### src/rtl/dma_peripheral_requester_if.sv
// DREQ/DACK bus between one I/O peripheral channel and an 8237A-style DMA controller.
interface dma_peripheral_requester_if;
    logic       Dreq;
    logic       Dack;
    logic       Ior_n;
    logic       Eop_n;
    logic [7:0] DataOut;
    logic       DataOE;

    modport master (input Dreq, DataOut, DataOE, output Dack, Ior_n, Eop_n);
    modport slave  (output Dreq, DataOut, DataOE, input Dack, Ior_n, Eop_n);
endinterface

### src/rtl/dma_peripheral_requester.sv
// Device-side DREQ/DACK requester: byte FIFO feeding an 8237A-style controller on I/O reads.
module dma_peripheral_requester #(
    parameter int unsigned DEPTH     = 8,
    parameter int unsigned THRESHOLD = 1
) (
    input  logic                       Clock,
    input  logic                       Reset,
    input  logic                       Enable,
    input  logic                       DemandMode,
    input  logic                       SenseDreq,
    input  logic                       SenseDack,
    input  logic                       WrEn,
    input  logic [7:0]                 WrData,
    dma_peripheral_requester_if.slave  bus,
    output logic                       Full,
    output logic [$clog2(DEPTH+1)-1:0] Count,
    output logic                       Overflow,
    output logic                       Underrun,
    output logic                       TcSeen
);

    localparam int unsigned CW = $clog2(DEPTH + 1);
    localparam int unsigned PW = $clog2(DEPTH);

    typedef enum logic [1:0] {IDLE, REQUEST, ACTIVE, RELEASE} state_t;

    state_t        state, state_nxt;
    logic [7:0]    mem [DEPTH];
    logic [PW-1:0] rd_ptr, wr_ptr;
    logic [CW-1:0] count;
    logic          ior_q;
    logic          dack_act, strobe, empty, pop, push, dreq_int;

    assign dack_act = SenseDack ? bus.Dack : ~bus.Dack;
    assign strobe   = dack_act & ior_q & ~bus.Ior_n;
    assign empty    = (count == '0);
    assign Full     = (count == CW'(DEPTH));
    // Strobes outside ACTIVE never consume data.
    assign pop      = strobe & (state == ACTIVE) & ~empty;
    assign push     = WrEn & (~Full | pop);
    assign Count    = count;

    assign bus.Dreq    = dreq_int ^ SenseDreq;
    assign bus.DataOut = empty ? 8'h00 : mem[rd_ptr];
    assign bus.DataOE  = dack_act & ~bus.Ior_n & ~empty;

    // Next-state and request logic.
    always_comb begin
        state_nxt = state;
        dreq_int  = 1'b0;
        case (state)
            IDLE: begin
                if (Enable && (count >= CW'(THRESHOLD))) state_nxt = REQUEST;
            end
            REQUEST: begin
                dreq_int = 1'b1;
                if (dack_act)     state_nxt = ACTIVE;
                else if (!Enable) state_nxt = IDLE;
            end
            ACTIVE: begin
                // Single mode drops the request in the very cycle of its one strobe.
                dreq_int = DemandMode | ~strobe;
                if (!dack_act)                    state_nxt = IDLE;
                else if (!bus.Eop_n)              state_nxt = RELEASE;
                else if (!DemandMode && strobe)   state_nxt = RELEASE;
                else if (DemandMode && pop && (count == CW'(1)) && !push)
                                                  state_nxt = RELEASE;
            end
            RELEASE: begin
                if (!dack_act) state_nxt = IDLE;
            end
            default: state_nxt = IDLE;
        endcase
    end

    // State, pointers, occupancy and sticky flags.
    always_ff @(posedge Clock) begin
        if (Reset) begin
            state    <= IDLE;
            ior_q    <= 1'b1;
            rd_ptr   <= '0;
            wr_ptr   <= '0;
            count    <= '0;
            Overflow <= 1'b0;
            Underrun <= 1'b0;
            TcSeen   <= 1'b0;
        end else begin
            state <= state_nxt;
            ior_q <= bus.Ior_n;
            if (push) wr_ptr <= wr_ptr + PW'(1);
            if (pop)  rd_ptr <= rd_ptr + PW'(1);
            case ({push, pop})
                2'b10:   count <= count + CW'(1);
                2'b01:   count <= count - CW'(1);
                default: count <= count;
            endcase
            Overflow <= Overflow | (WrEn & Full & ~pop);
            Underrun <= Underrun | (strobe & empty);
            TcSeen   <= TcSeen | (~bus.Eop_n & dack_act);
        end
    end

    // Data storage has no reset; the pointers define validity.
    always_ff @(posedge Clock) begin
        if (push) mem[wr_ptr] <= WrData;
    end

endmodule

### src/flat_wrapper.sv
// flat-port wrapper written by rule: the top's interface ports become plain ports
module dma_peripheral_requester_flat 
#(
    parameter int unsigned DEPTH     = 8,
    parameter int unsigned THRESHOLD = 1
)
  (Clock, Reset, Enable, DemandMode, SenseDreq, SenseDack, WrEn, WrData, Full, Count, Overflow, Underrun, TcSeen, bus_Dreq, bus_DataOut, bus_DataOE, bus_Dack, bus_Ior_n, bus_Eop_n);
  dma_peripheral_requester_if bus_i ();
  input  logic Clock;
  input  logic Reset;
  input  logic Enable;
  input  logic DemandMode;
  input  logic SenseDreq;
  input  logic SenseDack;
  input  logic WrEn;
  input  logic [7:0] WrData;
  output logic Full;
  output logic [$clog2(DEPTH+1)-1:0] Count;
  output logic Overflow;
  output logic Underrun;
  output logic TcSeen;
  output wire logic [$bits(bus_i.Dreq)-1:0] bus_Dreq;
  output wire logic [$bits(bus_i.DataOut)-1:0] bus_DataOut;
  output wire logic [$bits(bus_i.DataOE)-1:0] bus_DataOE;
  input wire logic [$bits(bus_i.Dack)-1:0] bus_Dack;
  input wire logic [$bits(bus_i.Ior_n)-1:0] bus_Ior_n;
  input wire logic [$bits(bus_i.Eop_n)-1:0] bus_Eop_n;
  assign bus_Dreq = bus_i.Dreq;
  assign bus_DataOut = bus_i.DataOut;
  assign bus_DataOE = bus_i.DataOE;
  assign bus_i.Dack = bus_Dack;
  assign bus_i.Ior_n = bus_Ior_n;
  assign bus_i.Eop_n = bus_Eop_n;
  dma_peripheral_requester #(.DEPTH(DEPTH), .THRESHOLD(THRESHOLD)) u_core (.Clock(Clock), .Reset(Reset), .Enable(Enable), .DemandMode(DemandMode), .SenseDreq(SenseDreq), .SenseDack(SenseDack), .WrEn(WrEn), .WrData(WrData), .bus(bus_i), .Full(Full), .Count(Count), .Overflow(Overflow), .Underrun(Underrun), .TcSeen(TcSeen));
endmodule
### config.mk
export PLATFORM = sky130hd
export DESIGN_NAME = dma_peripheral_requester_flat
export DESIGN_NICKNAME = d
export VERILOG_FILES = /design/src/rtl/dma_peripheral_requester_if.sv /design/src/rtl/dma_peripheral_requester.sv /design/src/flat_wrapper.sv
export SDC_FILE = /design/constraint.sdc
export NUM_CORES = 1
export LEC_CHECK = 0
export BUFFER_PORTS_ARGS = -buffer_cell sky130_fd_sc_hd__clkbuf_2
export CELL_PAD_IN_SITES_DETAIL_PLACEMENT = 1
export CELL_PAD_IN_SITES_GLOBAL_PLACEMENT = 1
export CORE_ASPECT_RATIO = 0.9
export CORE_UTILIZATION = 50
export CTS_BUF_LIST = sky130_fd_sc_hd__clkbuf_8 sky130_fd_sc_hd__clkbuf_16
export DETAILED_ROUTE_END_ITERATION = 10
export GPL_TIMING_DRIVEN = 0
export PLACE_DENSITY = 0.87
export SKIP_LAST_GASP = 1
export SYNTH_ARGS = -nofsm -noshare
export SYNTH_HDL_FRONTEND = slang
export SYNTH_SLANG_ARGS = --single-unit
### constraint.sdc
create_clock -name Clock -period 5 [get_ports Clock]
set_input_delay 1.25 -clock Clock [delete_from_list [all_inputs] [get_ports Clock]]
set_output_delay 1.25 -clock Clock [all_outputs]
set_load 0.005 [all_outputs]
==> results.md <==
Synth:
- The Yosys step of the flow raised 0 warnings.
- Of the synthesized area, sequential elements account for 0.666.
- The count of different cell masters after synthesis is 35.
- The synthesized netlist occupies a cell area of 0.00346 mm^2.
- The average instance area after synthesis is 15.4 um^2.
- The post-synth net total is 253.
- The number of instances in the synthesized netlist is 224.
- Counting flops and latches in the post-synthesis netlist gives 83.

CTS:
- The number of buffers between clock root and the deepest sink is 2.
- The tree is rooted in a sky130_fd_sc_hd__clkbuf_8.
- Clock-pin slew was measured on the worst setup and hold paths at 80 ps.
- The post-cts repair resize count is 0.
- The clock tree from TritonCTS is built.
- The count of clock tree sinks is 83.
- Clock tree synthesis inserted a total of 9 buffers.
- The worst-skew pair later-pin latency is 360 ps.
- The maximum level of the CTS H-tree is 3.
- In this run, post-CTS hold repair placed 0 buffers.
- After clock tree synthesis, the setup repair step added 0 buffers.

Flow run:
- The tool flagged a number of max-cap violations equal to 0.

Global route:
- The total track usage is 0.232.
- The first global-routing pass estimated 11,500 um of wire.
- Entering global routing, the biggest net connects 16 pins.
- The remaining global-route overflow is 0.
- The via count of the first global-routing pass came to 2,169.
- The initial antenna violation count was 0.

Placement:
- The placed wire-length estimate is 5140 um.
- During placement, the flow inserted port buffers numbering 35.
- Counting tap cells, the placed design contains a total of 350 instances.
- At the end of routability-driven placement, the weighted congestion stood at 0.790.

Floorplan:
- The die covers 0.00725 mm^2.
- The starting density of the core is 0.522.
- The count of boundary I/O pins is 36.
- The die is 80.9 um tall.
- The total area inside the core boundary comes to 0.00662 mm^2.
- The number of cell rows is 28.
- Measured along the x axis, the die boundary spans 89.7 um.

Worst hold path:
- The worst hold path class is flop to flop.

Detailed routing:
- The count of vias placed by the detailed router is 2,032.
- The first TritonRoute pass finished after 5 iterations.
- The starting DRC count in detailed routing is 140.
- The post-detailed-route count of antenna-violating nets is 0.
- Wires add up to 7550 um.
- In the routed layout, each cell is associated on average with a via count of 5.55.
- After detailed routing, the wire length on met1 is 3160 um.
- The detail-routed net length per standard cell is 20.6 um.
- The wire length on met3 is 331 um.
- Summed over all nets, wire length on met2 after detailed routing comes to 3990 um.
- The remaining design rule violation count is 0.
- Routed signal wires occupy layers up through met4.

Worst setup path:
- The sort of element at the end of the critical path is an output pin.
- The signal on the critical path passes through clkbuf_2 > xnor2_2 > nand2_1 > o21a_1 > o21ai_0 > xnor2_1 > clkbuf_2.
- Data arrives at the worst endpoint at 2570 ps.
- The slowest stage of the critical path belongs to the cell sky130_fd_sc_hd__xnor2_2.
- On the critical path the largest part of the delay comes from XOR/XNOR gates.
- For this run, the slowest stage of the critical path takes 350 ps.
- The startpoint kind of the worst setup timing path is an input pin.
- Along the worst path, the maximum fanout reaches 6.
- Together, buffers and inverters on the worst path number 2.
- The critical path data required time is 3750 ps.
- The most frequent cell on the critical path is sky130_fd_sc_hd__clkbuf_2.
- The critical path is of the input pin to output pin type.

Timing:
- The number of pins with negative max-slew slack in the final report is 0.
- The number of endpoints failing setup at the final stage is 0.
- The fmax is 262 MHz.
- Setup repair after global routing left no endpoint under its margin.
- Across all hold checks on the routed design, the worst slack comes to 484 ps.
- The worst path needs 3820 ps of the cycle, external delays included.
- The final hold violation count is 0.
- The final setup TNS is 0 ps.
- Of the available clock period, the critical path in the final layout requires 0.763.
- At the pin with the least slew margin, the transition time is 941 ps.
- The clock arrives with 8.47 ps of skew.
- The relative max-transition margin is 0.371.

Layout:
- The leading cell type in the layout, fill and taps excluded is sky130_fd_sc_hd__edfxtp_1.
- The post-layout instance count excluding filler cells is 366.
- The net count of the finished layout is 300.
- The number of antenna diodes in the final layout is 0.
- The share of post-route cells with drive strength above 1 is 0.286.
- After filler insertion, the fill cell instance count of the layout stands at 651.
- Relative to the synthesized area, the layout overhead comes to 15.7%.
- The library cells used most frequently in the layout, excluding fill and tap cells, are 64 x sky130_fd_sc_hd__edfxtp_1, 35 x sky130_fd_sc_hd__clkbuf_2, 27 x sky130_fd_sc_hd__nor2_1.

Pwr:
- Summed over all cells, the static leakage comes to 1.41 nW.
- The power density over the cells is 358 mW/mm^2.
- IR analysis of the VDD net gives a maximum drop of 0.000164 V.

Status:
- The run finished with clean final reports.
==> registers in the layout (all words and copies together) (netlist names), named ones only <==
| signal | flops |
|---|---|
| u_core.Underrun | 1 |
| u_core.state | 2 |
| u_core.rd_ptr | 3 |
| u_core.TcSeen | 1 |
| u_core.wr_ptr | 3 |
| u_core.mem | 64 |
| u_core.ior_q | 1 |
| u_core.Count | 4 |
| u_core.Overflow | 1 |
==> synth_stat cells <==
| master | instances | share of area |
|---|---|---|
| sky130_fd_sc_hd__a211oi_1 | 1 | 0.0022 |
| sky130_fd_sc_hd__a21bo_1 | 1 | 0.0029 |
| sky130_fd_sc_hd__a21oi_1 | 7 | 0.010 |
| sky130_fd_sc_hd__a221oi_1 | 2 | 0.0051 |
| sky130_fd_sc_hd__a31oi_1 | 2 | 0.0036 |
| sky130_fd_sc_hd__and3_1 | 1 | 0.0018 |
| sky130_fd_sc_hd__buf_1 | 2 | 0.0022 |
| sky130_fd_sc_hd__buf_2 | 2 | 0.0029 |
| sky130_fd_sc_hd__buf_6 | 1 | 0.0033 |
| sky130_fd_sc_hd__clkbuf_1 | 4 | 0.0043 |
| sky130_fd_sc_hd__dfxtp_1 | 19 | 0.11 |
| sky130_fd_sc_hd__edfxtp_1 | 64 | 0.56 |
| sky130_fd_sc_hd__ha_1 | 11 | 0.040 |
| sky130_fd_sc_hd__inv_1 | 8 | 0.0087 |
| sky130_fd_sc_hd__mux2i_1 | 11 | 0.032 |
| sky130_fd_sc_hd__mux4_2 | 16 | 0.10 |
| sky130_fd_sc_hd__nand2_1 | 7 | 0.0076 |
| sky130_fd_sc_hd__nand2b_1 | 3 | 0.0054 |
| sky130_fd_sc_hd__nand3_1 | 3 | 0.0043 |
| sky130_fd_sc_hd__nand4b_1 | 1 | 0.0025 |
| sky130_fd_sc_hd__nor2_1 | 27 | 0.029 |
| sky130_fd_sc_hd__nor2b_1 | 1 | 0.0018 |
| sky130_fd_sc_hd__nor3_1 | 6 | 0.0087 |
| sky130_fd_sc_hd__nor3b_1 | 1 | 0.0022 |
| sky130_fd_sc_hd__nor4_1 | 2 | 0.0036 |
| sky130_fd_sc_hd__o21a_1 | 1 | 0.0022 |
| sky130_fd_sc_hd__o21ai_0 | 4 | 0.0058 |
| sky130_fd_sc_hd__o21ai_1 | 1 | 0.0014 |
| sky130_fd_sc_hd__o41ai_1 | 1 | 0.0025 |
| sky130_fd_sc_hd__or2_1 | 1 | 0.0018 |
| sky130_fd_sc_hd__or2_2 | 2 | 0.0036 |
| sky130_fd_sc_hd__or3_1 | 2 | 0.0036 |
| sky130_fd_sc_hd__xnor2_1 | 4 | 0.010 |
| sky130_fd_sc_hd__xnor2_2 | 1 | 0.0047 |
| sky130_fd_sc_hd__xor2_1 | 4 | 0.010 |
==> cells by family (layout without fill, tap and decap cells) <==
| family | count (synthesis) | count (layout) | share of synthesized area |
|---|---|---|---|
| muxes | 27 | 27 | 0.136 |
| adders and majority gates | 11 | 11 | 0.0398 |
| xor gates and xnor gates | 9 | 9 | 0.0250 |
| buffers and inverters | 17 | 69 | 0.0213 |
| AOI/OAI and AO/OA | 20 | 20 | 0.0358 |
| DFF | 83 | 83 | 0.666 |
| and+or+nand+nor | 57 | 57 | 0.0763 |
==> path summary, 6_finish.rpt <==
| kind | startpoint | to | slack, ps | cells past startpoint |
|---|---|---|---|---|
| worst max register to register | u_core.Count[0] | u_core.mem[7][5] | 2250 | 8 |
| worst max-delay path | SenseDack | bus_Dreq | 1180 | 7 |
| worst min register to register | u_core.Underrun | u_core.Underrun | 480 | 2 |
| worst min-delay path | u_core.Underrun | u_core.Underrun | 480 | 2 |
==> worst min-delay path: stages, from the launching register on <==
cell	delay, ps
sky130_fd_sc_hd__dfxtp_1	340
sky130_fd_sc_hd__a31oi_1	50
sky130_fd_sc_hd__nor2_1	70
==> cell type report <==
class                   instances  area [um^2]  area share
clock buffers                   9          124      0.0309
clock inverters                 7         98.8      0.0247
flip-flops and latches         83         2300       0.575
plain buffers                   9         43.8      0.0109
repair buffers                 36          183      0.0456
inverters                       8         30.0     0.00750
multi-input cells             124         1110       0.277
well taps                      90          113      0.0281
==> stage by stage <==
| step | power, mW | util | setup WS, ps | instance area [um^2] |
|---|---|---|---|---|
| after floorplan | 0.855 | - | 1690 | 3460 |
| after global placement | 0.900 | 0.566 | 842 | 3750 |
| after detailed placement | 0.913 | 0.569 | 1160 | 3770 |
| after CTS | 1.44 | 0.603 | 1210 | 3990 |
| after global routing | 1.48 | 0.604 | 1110 | 4000 |
| final | 1.43 | 0.604 | 1180 | 4000 |
==> per-layer routing <==
| layer | up-vias | global-route usage |
|---|---|---|
| met4 | 0 | 0.100 |
| li1 | 944 | - |
| met3 | 6 | 0.0396 |
| met5 | - | 0 |
| met2 | 45 | 0.388 |
| met1 | 1037 | 0.297 |
==> power by group <==
group	internal, mW	leakage [nW]	switching, mW	total (mW)
logic	0.0493	0.568	0.0731	0.122
clock network	0.284	0.110	0.249	0.533
registers	0.762	0.736	0.0132	0.776
No activity file was read; power rests on OpenSTA's default activity.
